File: src/rtl/inst_queue_pkg.sv
// Shared constants and entry type for the fetch-to-decode instruction queue.
package inst_queue_pkg;

    localparam int IQ_ADDR_W = 4;
    localparam int IQ_DEPTH  = 16;

    typedef struct packed {
        logic [31:0] inst;
        logic [31:0] pc;
    } iq_entry_t;

    // Near-full threshold keeps one spare slot for a fetcher that is a cycle late.
    function automatic logic iq_near_full(input int unsigned cnt, input int unsigned depth);
        return cnt >= depth - 1;
    endfunction

endpackage

File: src/rtl/inst_queue_if.sv
// Fetch-side and decode-side handshake bundle for the instruction queue.
interface inst_queue_if;

    logic        IF_inst_valid;
    logic [31:0] IF_inst;
    logic [31:0] IF_pc;
    logic        IF_is_full;

    logic        IQ_inst_valid;
    logic [31:0] IQ_inst;
    logic [31:0] IQ_pc;
    logic        IQ_enable;

    // master: fetcher plus decoder driving the queue
    modport master (
        output IF_inst_valid, IF_inst, IF_pc, IQ_enable,
        input  IF_is_full, IQ_inst_valid, IQ_inst, IQ_pc
    );

    // slave: the queue itself
    modport slave (
        input  IF_inst_valid, IF_inst, IF_pc, IQ_enable,
        output IF_is_full, IQ_inst_valid, IQ_inst, IQ_pc
    );

endinterface

File: src/rtl/inst_queue.sv
// Circular show-ahead FIFO of {inst, pc} between fetch and decode,
// cleared on branch mispredict and frozen while rdy is low.
module inst_queue
    import inst_queue_pkg::*;
#(
    parameter int ADDR_W = IQ_ADDR_W,
    parameter int DEPTH  = IQ_DEPTH
) (
    input  logic          clk,
    input  logic          rst,
    input  logic          rdy,
    input  logic          ROB_flush,
    inst_queue_if.slave   q
);

    localparam logic [ADDR_W:0] L_DEPTH = (ADDR_W+1)'(DEPTH);

    iq_entry_t         r_buf [DEPTH];
    logic [ADDR_W-1:0] r_head;
    logic [ADDR_W-1:0] r_tail;
    logic [ADDR_W:0]   r_count;
    logic              r_full;

    logic              w_active;
    logic              w_push;
    logic              w_pop;
    logic              w_nonempty;
    logic [ADDR_W:0]   w_count_nxt;
    iq_entry_t         w_head_entry;

    assign w_active   = rdy & ~ROB_flush;
    assign w_nonempty = (r_count != '0);

    // IF_is_full rises one entry early; the last physical slot still accepts
    // the push a fetcher may have committed before seeing the flag.
    assign w_push = w_active & q.IF_inst_valid & (r_count != L_DEPTH);
    assign w_pop  = w_active & q.IQ_enable & w_nonempty;

    assign w_count_nxt = r_count + {{ADDR_W{1'b0}}, w_push} - {{ADDR_W{1'b0}}, w_pop};

    always_ff @(posedge clk or negedge rst) begin
        if (!rst) begin
            r_head  <= '0;
            r_tail  <= '0;
            r_count <= '0;
            r_full  <= 1'b0;
        end else if (rdy) begin
            if (ROB_flush) begin
                r_head  <= '0;
                r_tail  <= '0;
                r_count <= '0;
                r_full  <= 1'b0;
            end else begin
                if (w_push) r_tail <= r_tail + 1'b1;
                if (w_pop)  r_head <= r_head + 1'b1;
                r_count <= w_count_nxt;
                r_full  <= iq_near_full(32'(w_count_nxt), DEPTH);
            end
        end
    end

    // Storage carries no reset; count gates every read.
    always_ff @(posedge clk) begin
        if (w_push) r_buf[r_tail] <= '{inst: q.IF_inst, pc: q.IF_pc};
    end

    assign w_head_entry    = r_buf[r_head];
    assign q.IF_is_full    = r_full;
    assign q.IQ_inst_valid = w_nonempty;
    assign q.IQ_inst       = w_nonempty ? w_head_entry.inst : 32'h0;
    assign q.IQ_pc         = w_nonempty ? w_head_entry.pc   : 32'h0;

endmodule

File: src/flat_wrapper.sv
// flat-port wrapper written by rule: the top's interface ports become plain ports
module inst_queue_flat import inst_queue_pkg::*;
#(
    parameter int ADDR_W = IQ_ADDR_W,
    parameter int DEPTH  = IQ_DEPTH
)
  (clk, rst, rdy, ROB_flush, q_IF_inst_valid, q_IF_inst, q_IF_pc, q_IQ_enable, q_IF_is_full, q_IQ_inst_valid, q_IQ_inst, q_IQ_pc);
  inst_queue_if q_i ();
  input  logic clk;
  input  logic rst;
  input  logic rdy;
  input  logic ROB_flush;
  input wire logic [$bits(q_i.IF_inst_valid)-1:0] q_IF_inst_valid;
  input wire logic [$bits(q_i.IF_inst)-1:0] q_IF_inst;
  input wire logic [$bits(q_i.IF_pc)-1:0] q_IF_pc;
  input wire logic [$bits(q_i.IQ_enable)-1:0] q_IQ_enable;
  output wire logic [$bits(q_i.IF_is_full)-1:0] q_IF_is_full;
  output wire logic [$bits(q_i.IQ_inst_valid)-1:0] q_IQ_inst_valid;
  output wire logic [$bits(q_i.IQ_inst)-1:0] q_IQ_inst;
  output wire logic [$bits(q_i.IQ_pc)-1:0] q_IQ_pc;
  assign q_i.IF_inst_valid = q_IF_inst_valid;
  assign q_i.IF_inst = q_IF_inst;
  assign q_i.IF_pc = q_IF_pc;
  assign q_i.IQ_enable = q_IQ_enable;
  assign q_IF_is_full = q_i.IF_is_full;
  assign q_IQ_inst_valid = q_i.IQ_inst_valid;
  assign q_IQ_inst = q_i.IQ_inst;
  assign q_IQ_pc = q_i.IQ_pc;
  inst_queue #(.ADDR_W(ADDR_W), .DEPTH(DEPTH)) u_core (.clk(clk), .rst(rst), .rdy(rdy), .ROB_flush(ROB_flush), .q(q_i));
endmodule
File: config.mk
export PLATFORM = sky130hd
export DESIGN_NAME = inst_queue_flat
export DESIGN_NICKNAME = d
export VERILOG_FILES = /design/src/rtl/inst_queue_pkg.sv /design/src/rtl/inst_queue_if.sv /design/src/rtl/inst_queue.sv /design/src/flat_wrapper.sv
export SDC_FILE = /design/constraint.sdc
export NUM_CORES = 1
export LEC_CHECK = 0
export CORE_ASPECT_RATIO = 1.4
export CORE_MARGIN = 2
export CORE_UTILIZATION = 61
export CTS_CLUSTER_DIAMETER = 50
export CTS_CLUSTER_SIZE = 30
export DETAILED_ROUTE_END_ITERATION = 6
export GPL_TIMING_DRIVEN = 0
export PLACE_DENSITY = 0.75
export SLEW_MARGIN = 20
export SYNTH_ARGS = -nofsm -noshare
export SYNTH_HDL_FRONTEND = slang
export SYNTH_SLANG_ARGS = --single-unit
File: constraint.sdc
create_clock -name clk -period 4.96 [get_ports clk]
set_input_delay 0.992 -clock clk [delete_from_list [all_inputs] [get_ports clk]]
set_output_delay 0.992 -clock clk [all_outputs]
set_load 0.01 [all_outputs]
Yosys cells after proc, flatten, opt, wreduce, memory -nomap -nowiden. Memories as Yosys holds them, arrays and structs flattened. Cells that the tools add are included. Widths: inputs -> output; s select.

Word-level logic and storage cells: 32. Input port bits: 70. Bits in writable memories: 1024. Memories: 1. Output and inout port bits: 66. Flip-flop bits (word level): 14.

Memories: u_core.r_buf (words 16, bits a word 64, rd ports 1, clocked after memory_dff 0, write ports 1, line inst_queue.sv:18) `iq_entry_t r_buf [DEPTH];`.

Eq/ne operators: 1. $lt $le $gt $ge: 1. Add/sub/neg operators: 4. Bitwise logic cells: 6. Multiplexer cells: 10. Reductions and logical operators: 5.

Operators with widths (number): $mux 32 (2); $mux 4 (4); $add 4x1->4 const B (2); $add 5x1->5 (1); $and 1x1->1 (5); $ge 5x4->1 const B (1); $mux 5 (1); $ne 5x5->1 const B (1); $reduce_bool 5->1 (1); $sub 5x1->5 (1); $reduce_and 2->1 (2); $reduce_bool 2->1 (2); $mux 1 (3); $not 1->1 (1).

Logic depth before layout (Yosys ltp). Gate-level depths: netlist of the first run.

Depth in word-level cells: 8. Gate-level depth with buffers: 15. Gate-level depth less buffers: 14.

Least setup slack after synthesis of the first run. No wires, ideal clock.

Path type: in2reg. Start: input rdy. End: memory u_core.r_buf[12][0] (netlist bit) (enable). Required time: 4.474 ns. Stages: 5. Path buffers: 2. Setup time: 0.486 ns. Data arrival time: 4.523 ns. Slack: -0.050 ns. Path through: buf_2 -> nand2b_1 -> or3b_2 -> clkbuf_1 -> nor2_1.

Longest elaborated chain between the ends: 5.

Ends and longest elaborated chain: start: declaration (line flat_wrapper.sv:11) `input logic rdy;`; $and 1x1->1 (line inst_queue.sv:31) `assign w_active = rdy & ~ROB_flush;`; $and 1x1->1 (2 in a row) (line inst_queue.sv:36) `assign w_push = w_active & q.IF_inst_valid & (r_count != L_DEPTH);`; $mux 1 (line inst_queue.sv:64) `if (w_push) r_buf[r_tail] <= '{inst: q.IF_inst, pc: q.IF_pc};`; $mux 1 (not written as such) (line inst_queue.sv:64); end: declaration (line inst_queue.sv:18).

Every way passes these cells.

Final worst setup path of the first run.
Start: register u_core.r_head[0]. End: output q_IQ_inst[0].

Longest elaborated chain between the ends: 2.

Ends and longest elaborated chain: start: declaration (line inst_queue.sv:19) `logic [ADDR_W-1:0] r_head;`; start signal: assignment (line inst_queue.sv:55) `if (w_pop) r_head <= r_head + 1'b1;`; $mem_v2 16x64; $mux 32 (line inst_queue.sv:70) `assign q.IQ_inst = w_nonempty ? w_head_entry.inst : 32'h0;`; end: declaration (line flat_wrapper.sv:19) `output wire logic [$bits(q_i.IQ_inst)-1:0] q_IQ_inst;`.

Every way passes these cells.

==> out/results.txt, run 1 <==
The cell family contributing the most delay on the critical path is buffers and inverters. For the pin with the worst max-slew slack, the measured transition is 0.838 ns. The run gives 7750 um2 as the area of the multi-input gates.

The number of global-route vias before repair was 19100. Dividing the detail-routed via count by the number of cells gives 6.75. Worst path buffer plus inverter count: 5. The worst-case IR drop observed on VDD is 356 uV. The share of flip-flops with an asynchronous set or reset after synthesis came out at 0.0135. For the net count of the mapped netlist, the log shows 1706.

The total overflow reported by the global router is 0. The nature of the critical path endpoint was a primary output. The power per cell area is 459 nW/um2, and the share of Yosys cell area claimed by the top area cell type is 0.782.

The fraction of layout cells with a size suffix above 1 was 0.254; the layout overhead on the synthesized area was 13.1%. CTS saw 1038 sinks. For this run, design rule violations remaining after detail routing come to 0. Entering global routing, the biggest net connects 39 pins. The die height is 304 um. Max-cap violations in this run came to 0.

The number of vias in the routed layout is 18400, and the worst hold-check slack is 0.520 ns. The run gives 44 as the number of unique standard cell types used by synthesis. The largest single stage delay on the critical path is 0.55 ns.

The worst-path cell with the longest stage delay was sky130_fd_sc_hd__mux4_2. At the later pin of the worst-skew pair, clock insertion delay measures 0.66 ns. The dominant register cell in the synthesized netlist was sky130_fd_sc_hd__edfxtp_1. The path class of the tightest hold or removal check is flop to flop. Counting the fill cells in the layout gives 3780.

In this run, the number of DRC markers left after iteration 0 of detailed routing was 2221. For the initial antenna violation count, the log shows 5. The first global-routing pass estimated 128000 um of wire. In the final design database the tool counted 1923 nets. The data required time of the worst path is 3.97 ns, and the final period utilization is 0.980. Traced cell by cell, the critical path runs through buf_2, buf_2, buf_2, buf_2, mux4_2, a221o_1, clkdlybuf4s50_1.

The post-detailed-placement half-perimeter wirelength came out at 52600 um. The worst setup path is launched from a flop. The floorplan has 110 rows. The count of buffers inserted at the top-level ports was 134; the top fanout value on the critical path was 10.

TritonCTS built the clock tree. The run gives 0.441 as the worst slew margin relative to its limit. The final-report setup violation count came out at 0. The clock arrives with 0.0308 ns of skew.

After clock tree synthesis, the clock-pin slew on the worst setup and hold paths is 0.09 ns. The final weighted congestion of routability-driven global placement is 0.838, and the routed wire length is 87800 um. Overall power consumption after layout is estimated at 20.4 mW. The path type of the worst setup path was flop to primary output. Library cell used as clock root buffer: sky130_fd_sc_hd__clkbuf_16.

The number of buffers added by the clock tree synthesis step came out at 55. The area of the core is 64000 um2. The die is 219 um wide. Yosys printed 0 warnings.

The synthesized area divided by synthesized cell count was 24.2 um2; the leakage power was 13.7 nW. The number of I/O pins was 136. The die covers 66600 um2. The run finished with clean final reports. The tools report the number of failing hold endpoints at the final stage as 0. The area after detailed placement is 42400 um2. The maximum clock rate is 206 MHz. The tools report the sequential cell area as 31100 um2.

The total routing resource utilization after global routing was 0.270; the area of the mapped netlist was 39300 um2. Setup repair after global routing could not meet its margin everywhere. Post-layout instance area: 44500 um2.

Sequential-to-total area share from yosys stat: 0.791. After detailed routing, the average wire length per cell comes to 32.1 um. Synthesis inferred 1038 register bits. By area the synthesized netlist is led by sky130_fd_sc_hd__edfxtp_1, sky130_fd_sc_hd__mux4_2, sky130_fd_sc_hd__a221o_1.

For the cell count after synthesis, the log shows 1624. The count of pins over their slew limit was 0. Post-synthesis cell type with the largest combined area: sky130_fd_sc_hd__edfxtp_1. In this run, post-CTS hold repair placed 0 buffers. Most numerous cell on the critical path: sky130_fd_sc_hd__buf_2.

The commonest cells after synthesis are sky130_fd_sc_hd__edfxtp_1, sky130_fd_sc_hd__mux4_2, sky130_fd_sc_hd__a22o_1. Data arrives at the worst endpoint at 3.87 ns. The number of enable flip-flop cells after synthesis is 1024, and the number of levels the H-tree was split into is 2. The run gives 0.615 as the starting utilization of the core area.

The number of detailed-routing iterations run before antenna repair came out at 6. The most common cell in the synthesized netlist is sky130_fd_sc_hd__edfxtp_1. The run gives 0 as the remaining antenna violation count. For the deepest clock path buffer count, the log shows 3. The worst path needs 4.86 ns of the cycle, external delays included.
[cells by family (layout without fill, tap and decap cells)]
logic type / Yosys count / count (layout) / synth area share
xor gates and xnor gates: 2 / 2 / 0.000445
DFF: 1038 / 1038 / 0.791
buffers and inverters: 106 / 369 / 0.0144
and+or+nand+nor: 53 / 53 / 0.00789
AOI/OAI and AO/OA: 150 / 150 / 0.0342
muxes: 263 / 263 / 0.148
adders and majority gates: 12 / 12 / 0.00401
other: 0 / 3 / 0
[state kept, by name, summed over array words and instances, names as in the netlist]
signal               cells
u_core.r_buf          1024
u_core.r_count           5
u_core.r_head            4
u_core.r_tail            4
u_core.q.IF_is_full      1
[power breakdown]
part / leakage [nW] / switching (mW) / internal [mW]
clock: 0.968 / 3.11 / 2.33
combinational: 3.37 / 2.57 / 2.62
sequential: 9.40 / 0.0554 / 9.75
total: 13.7 / 5.74 / 14.7
[tightest hold or removal path: cells and delay by family, from the launching register on]
kind	cells	cell delay [ns]
and+or+nand+nor	1	0.05
DFF	1	0.36
AOI/OAI and AO/OA	1	0.07
[repair_timing]
item                       4_1_cts  5_1_grt
setup endpoints to repair       64       51
pin swaps                        0        0
setup buffers                    0        0
resized for setup               23        1
[layout by cell type, fill, tap and decap left out, types with 8 or more instances in the layout]
master,count
sky130_fd_sc_hd__mux4_2,256
sky130_fd_sc_hd__a221o_1,63
sky130_fd_sc_hd__a22o_1,65
sky130_fd_sc_hd__dfrtp_1,14
sky130_fd_sc_hd__clkdlybuf4s50_1,134
sky130_fd_sc_hd__clkbuf_2,14
sky130_fd_sc_hd__clkbuf_16,57
sky130_fd_sc_hd__inv_1,14
sky130_fd_sc_hd__inv_6,8
sky130_fd_sc_hd__buf_16,11
sky130_fd_sc_hd__buf_2,40
sky130_fd_sc_hd__edfxtp_1,1024
sky130_fd_sc_hd__buf_12,16
sky130_fd_sc_hd__ha_1,11
sky130_fd_sc_hd__clkbuf_1,19
sky130_fd_sc_hd__and2_4,8
sky130_fd_sc_hd__buf_6,16
sky130_fd_sc_hd__nor2_1,8
[per-stage QoR]
| step | util | TNS, ns | std cells | setup slack [ns] |
|---|---|---|---|---|
| after global routing | 0.695 | -0.369 | 2729 | -0.0435 |
| after floorplan | - | -12.71 | 1624 | -0.0497 |
| after global placement | 0.652 | -2065.96 | 2598 | -3.93 |
| after CTS | 0.695 | 0 | 2727 | 0.00396 |
| final | 0.695 | 0 | 2730 | 0.0997 |
| after detailed placement | 0.663 | 0 | 2625 | 0.354 |
[routing by layer]
metal,global-route usage,routed length (um),vias up
met1,0.349,31300,9837
met5,0,38,-
met4,0.0721,2340,6
met3,0.0464,7180,158
met2,0.478,47000,933
li1,-,-,7496
[path summary, 6_finish.rpt]
kind                                startpoint  slack, ns                  end  cells after the start
hold / removal             u_core.q.IF_is_full       0.52  u_core.q.IF_is_full                      2
setup reg to reg             u_core.r_count[3]       1.44  u_core.r_buf[8][46]                      8
hold reg to reg            u_core.q.IF_is_full       0.52  u_core.q.IF_is_full                      2
max in group asynchronous                  rst       3.79     u_core.r_tail[3]                      1
setup / recovery              u_core.r_head[0]        0.1         q_IQ_inst[0]                      7
min in group asynchronous                  rst       0.73    u_core.r_count[3]                      1
[area by class of cell]
cell class / instances / area share
antenna: 3 / 0.000169
buffer: 91 / 0.0123
clock buffer: 59 / 0.0322
clock inverter: 44 / 0.0130
inverter: 14 / 0.00118
multi-input combinational: 480 / 0.174
sequential: 1038 / 0.699
tap: 840 / 0.0236
timing repair buffer: 161 / 0.0442
Power figures use the tool's default switching activity.
==> inputs of run 2 (changes only) <==
- CORE_MARGIN: 2 -> unset
- SLEW_MARGIN: 20 -> 40
==> run 2 against run 1 <==
The run now ends with setup timing left; sequential power is essentially flat; via count grew 0.44%; clock skew grew 0.0068 ns; hold slack gained 0.0096 ns; flip-flop and latch count is the same; final area grew 0.29%; combinational power grew 1%; clock power shrank 4.4%; first-iteration DRC count shrank 7.1%; largest cell class unchanged; largest power group unchanged.
==> out/results.txt, run 2 (same netlist as run 1, synthesis figures left out) <==
The tools report the nature of the critical path endpoint as a primary output (unchanged). The switching power share of the total is 0.274 (was 0.281). Path type of the worst setup path: flop to primary output (unchanged).

The logs give 2635 (was 2625) for the post-placement cell count and -0.0178 ns (was 0 ns) for the final setup TNS. The final weighted congestion of routability-driven global placement was 0.826 (was 0.838). The run gives 0 (unchanged) as the count of max-cap constraint violations.

For the TritonCTS sink count, the log shows 1038 (unchanged). The post-layout instance area came out at 44600 um2 (was 44500 um2). The tools report the worst slew margin relative to its limit as 0.440 (was 0.441). The flip-flop count of the largest register, all copies and words added was 1024 (unchanged); the deepest clock path buffer count was 3 (unchanged). The register containing the most flip-flops in the final layout was u_core.r_buf (unchanged).

The logs give 14.7 mW (about the same) for the design internal power and 0.529 ns (was 0.520 ns) for the worst hold-check slack. The post-detailed-placement half-perimeter wirelength was 55600 um (was 52600 um). The run gives 3 (was 0) as the final-report setup violation count. The logs give 88000 um (was 87800 um) for the routed wire length and 2064 (was 2221) for the iteration-0 DRC count of the detailed router.

The layout overhead on the synthesized area was 13.4% (was 13.1%). The power per cell area is 454 nW/um2 (was 459 nW/um2). The most numerous cell on the critical path is sky130_fd_sc_hd__buf_2 (unchanged). The flow ran to the end, but the final reports show violations. The top fanout value on the critical path came out at 10 (unchanged).

Registers with the most flip-flops: u_core.r_buf x1024, u_core.r_count x5 (unchanged). The data arrival time of the critical path was 3.98 ns (was 3.87 ns). The total of hold buffers inserted after clock tree synthesis was 0 (unchanged). The worst-path cell with the longest stage delay was sky130_fd_sc_hd__clkdlybuf4s50_1 (was sky130_fd_sc_hd__mux4_2).

The horizontal extent of the die came out at 217 um (was 219 um). Most used cells in the layout excluding fill and tap cells: sky130_fd_sc_hd__edfxtp_1, sky130_fd_sc_hd__mux4_2, sky130_fd_sc_hd__clkdlybuf4s50_1 (unchanged). For the post-CTS setup repair buffer count, the log shows 0 (unchanged). The number of failing hold endpoints at the final stage was 0 (unchanged).

The net switching power figure was 5.54 mW (was 5.74 mW). Setup repair after global routing left no endpoint under its margin. The global-route wire length before repair is 128000 um (about the same), and the combinational fraction of design power is 0.259 (was 0.254).

The number of detailed-routing iterations run before antenna repair came out at 7 (was 6). The count of pins over their slew limit was 0 (unchanged); the total overflow reported by the global router was 0 (unchanged). The count of buffers inserted at the top-level ports is 134 (unchanged), and the die height is 302 um (was 304 um). The logs give 0.257 (was 0.266) for the clock power share and 0.275 (was 0.270) for the total routing resource utilization after global routing.

The launching element type of the critical path was a flop (unchanged). For the area after detailed placement, the log shows 42700 um2 (was 42400 um2). The floorplan die area is 65500 um2 (was 66600 um2). The commonest non-fill, non-tap cell in the layout was sky130_fd_sc_hd__edfxtp_1 (unchanged). The stage delay of the slowest cell on the critical path was 0.49 ns (was 0.55 ns); the number of rows created at floorplan was 109 (was 110). The area of the core came out at 63400 um2 (was 64000 um2).

Post-layout instance count excluding filler cells: 2729 (was 2730). Fraction of layout cells with a size suffix above 1: 0.260 (was 0.254). The run gives 51 (was 55) as the number of buffers added by the clock tree synthesis step.

The slack of the worst reg-to-reg path was 1.28 ns (was 1.44 ns). For the post-CTS resize count, the log shows 16 (was 23). Cell-by-cell trace of the critical path: clkbuf_1, buf_2, buf_2, clkbuf_2, mux4_2, a221o_1, clkdlybuf4s50_1 (was buf_2, buf_2, buf_2, buf_2, mux4_2, a221o_1, clkdlybuf4s50_1).

The run gives 13.8 nW (was 13.7 nW) as the leakage power. The final reports fail on setup timing. For the final clock skew, the log shows 0.0377 ns (was 0.0308 ns). TritonCTS built the clock tree. The number of levels the H-tree was split into was 2 (unchanged); the number of nets in the layout was 1938 (was 1923). The final period utilization works out to 1.00 (was 0.980). The wire length per cell after detailed routing was 32.2 um (was 32.1 um); the initial antenna violation count was 6 (was 5).

The clock period minus final worst setup slack is 4.97 ns (was 4.86 ns), and the maximum vdd ir drop is 394 uV (was 356 uV). The mean number of vias per cell is 6.78 (was 6.75), and the number of global-route vias before repair is 19100 (about the same). The maximum number of pins on one net before global-route repair was 31 (was 39); the starting utilization of the core area was 0.620 (was 0.615). For the remaining antenna violation count, the log shows 0 (unchanged). The total DRC errors in the routed layout is 0 (unchanged), and the number of vias in the routed layout is 18500 (was 18400). The logs give -0.00800 ns (was 0.0997 ns) for the worst path setup slack after routing and 3.97 ns (about the same) for the data required time of the worst path. The logs give 201 MHz (was 206 MHz) for the maximum clock rate and 136 (unchanged) for the number of I/O pins. The pin slew with the least headroom to its limit is 0.840 ns (was 0.838 ns). The class of the worst hold path is flop to flop (unchanged). For the part of the total power dissipated in sequential elements, the log shows 0.484 (was 0.480).

Library cell used as clock root buffer: sky130_fd_sc_hd__clkbuf_16 (unchanged). Clock slew seen by the registers of the worst setup and hold paths: 0.10 ns (was 0.09 ns). The clock insertion delay at the later pin of the skew report came out at 0.65 ns (was 0.66 ns).
run 2: cell types whose count changed in the layout (fill, tap and decap cells not counted), sizes merged:
| cell | change |
|---|---|
| buf | +16 |
| bufinv | +4 |
| clkdlybuf4s15 | -1 |
| clkdlybuf4s18 | -1 |
| clkinv | -9 |
| inv | -2 |
run 2: area by class of cell:
type	instances	area, um2
Tap cell	832	1040
Sequential cell	1038	31100
Clock inverter	37	494
Clock buffer	54	1330
Buffer	92	564
Antenna cell	3	7.51
Multi-Input combinational cell	480	7750
Fill cell	3671	18800
Timing Repair Buffer	179	2270
Inverter	14	52.6
run 2: per-stage QoR:
step / power (mW) / setup WS (ns) / util
2_1_floorplan: 13.2 / -0.0497 / -
3_3_place_gp: 15.1 / -4.06 / 0.658
3_5_place_dp: 15.2 / 0.392 / 0.674
4_1_cts: 20.3 / -0.0143 / 0.703
5_1_grt: 20.8 / 0.0133 / 0.703
6_report: 20.2 / -0.00800 / 0.703
run 2: path summary, 6_finish.rpt:
| path | from | endpoint | cells after the start |
|---|---|---|---|
| min in group asynchronous | rst | u_core.r_tail[3] | 1 |
| setup reg to reg | u_core.r_count[2] | u_core.r_buf[11][11] | 9 |
| setup / recovery | u_core.r_head[1] | q_IQ_pc[12] | 7 |
| max in group asynchronous | rst | u_core.r_count[0] | 1 |
| hold reg to reg | u_core.q.IF_is_full | u_core.q.IF_is_full | 2 |
| hold / removal | u_core.q.IF_is_full | u_core.q.IF_is_full | 2 |
run 2: power by group through the flow:
stage          combinational [mW]  clock, mW  sequential [mW]
2_1_floorplan                3.19          0             9.99
3_3_place_gp                 5.15          0             10.0
3_5_place_dp                 5.24          0             10.0
4_1_cts                      5.30       5.24             9.80
5_1_grt                      5.51       5.53             9.81
6_report                     5.24       5.20             9.80
run 2: worst max-delay path: cells and delay by family (launching register included):
kind	cells	cell delay, ns
flip-flops	1	0.38
multiplexers	1	0.36
AO/OA/AOI/OAI	1	0.34
buffers and inverters	5	2.22
run 2: metal layers:
layer / vias up / global-route usage / part of all wire / wire (um)
met5: - / 0 / 0.00040 / 35
met1: 9941 / 0.357 / 0.37 / 32200
met3: 179 / 0.0363 / 0.066 / 5800
li1: 7510 / - / - / -
met2: 876 / 0.482 / 0.53 / 46900
met4: 6 / 0.101 / 0.034 / 3000
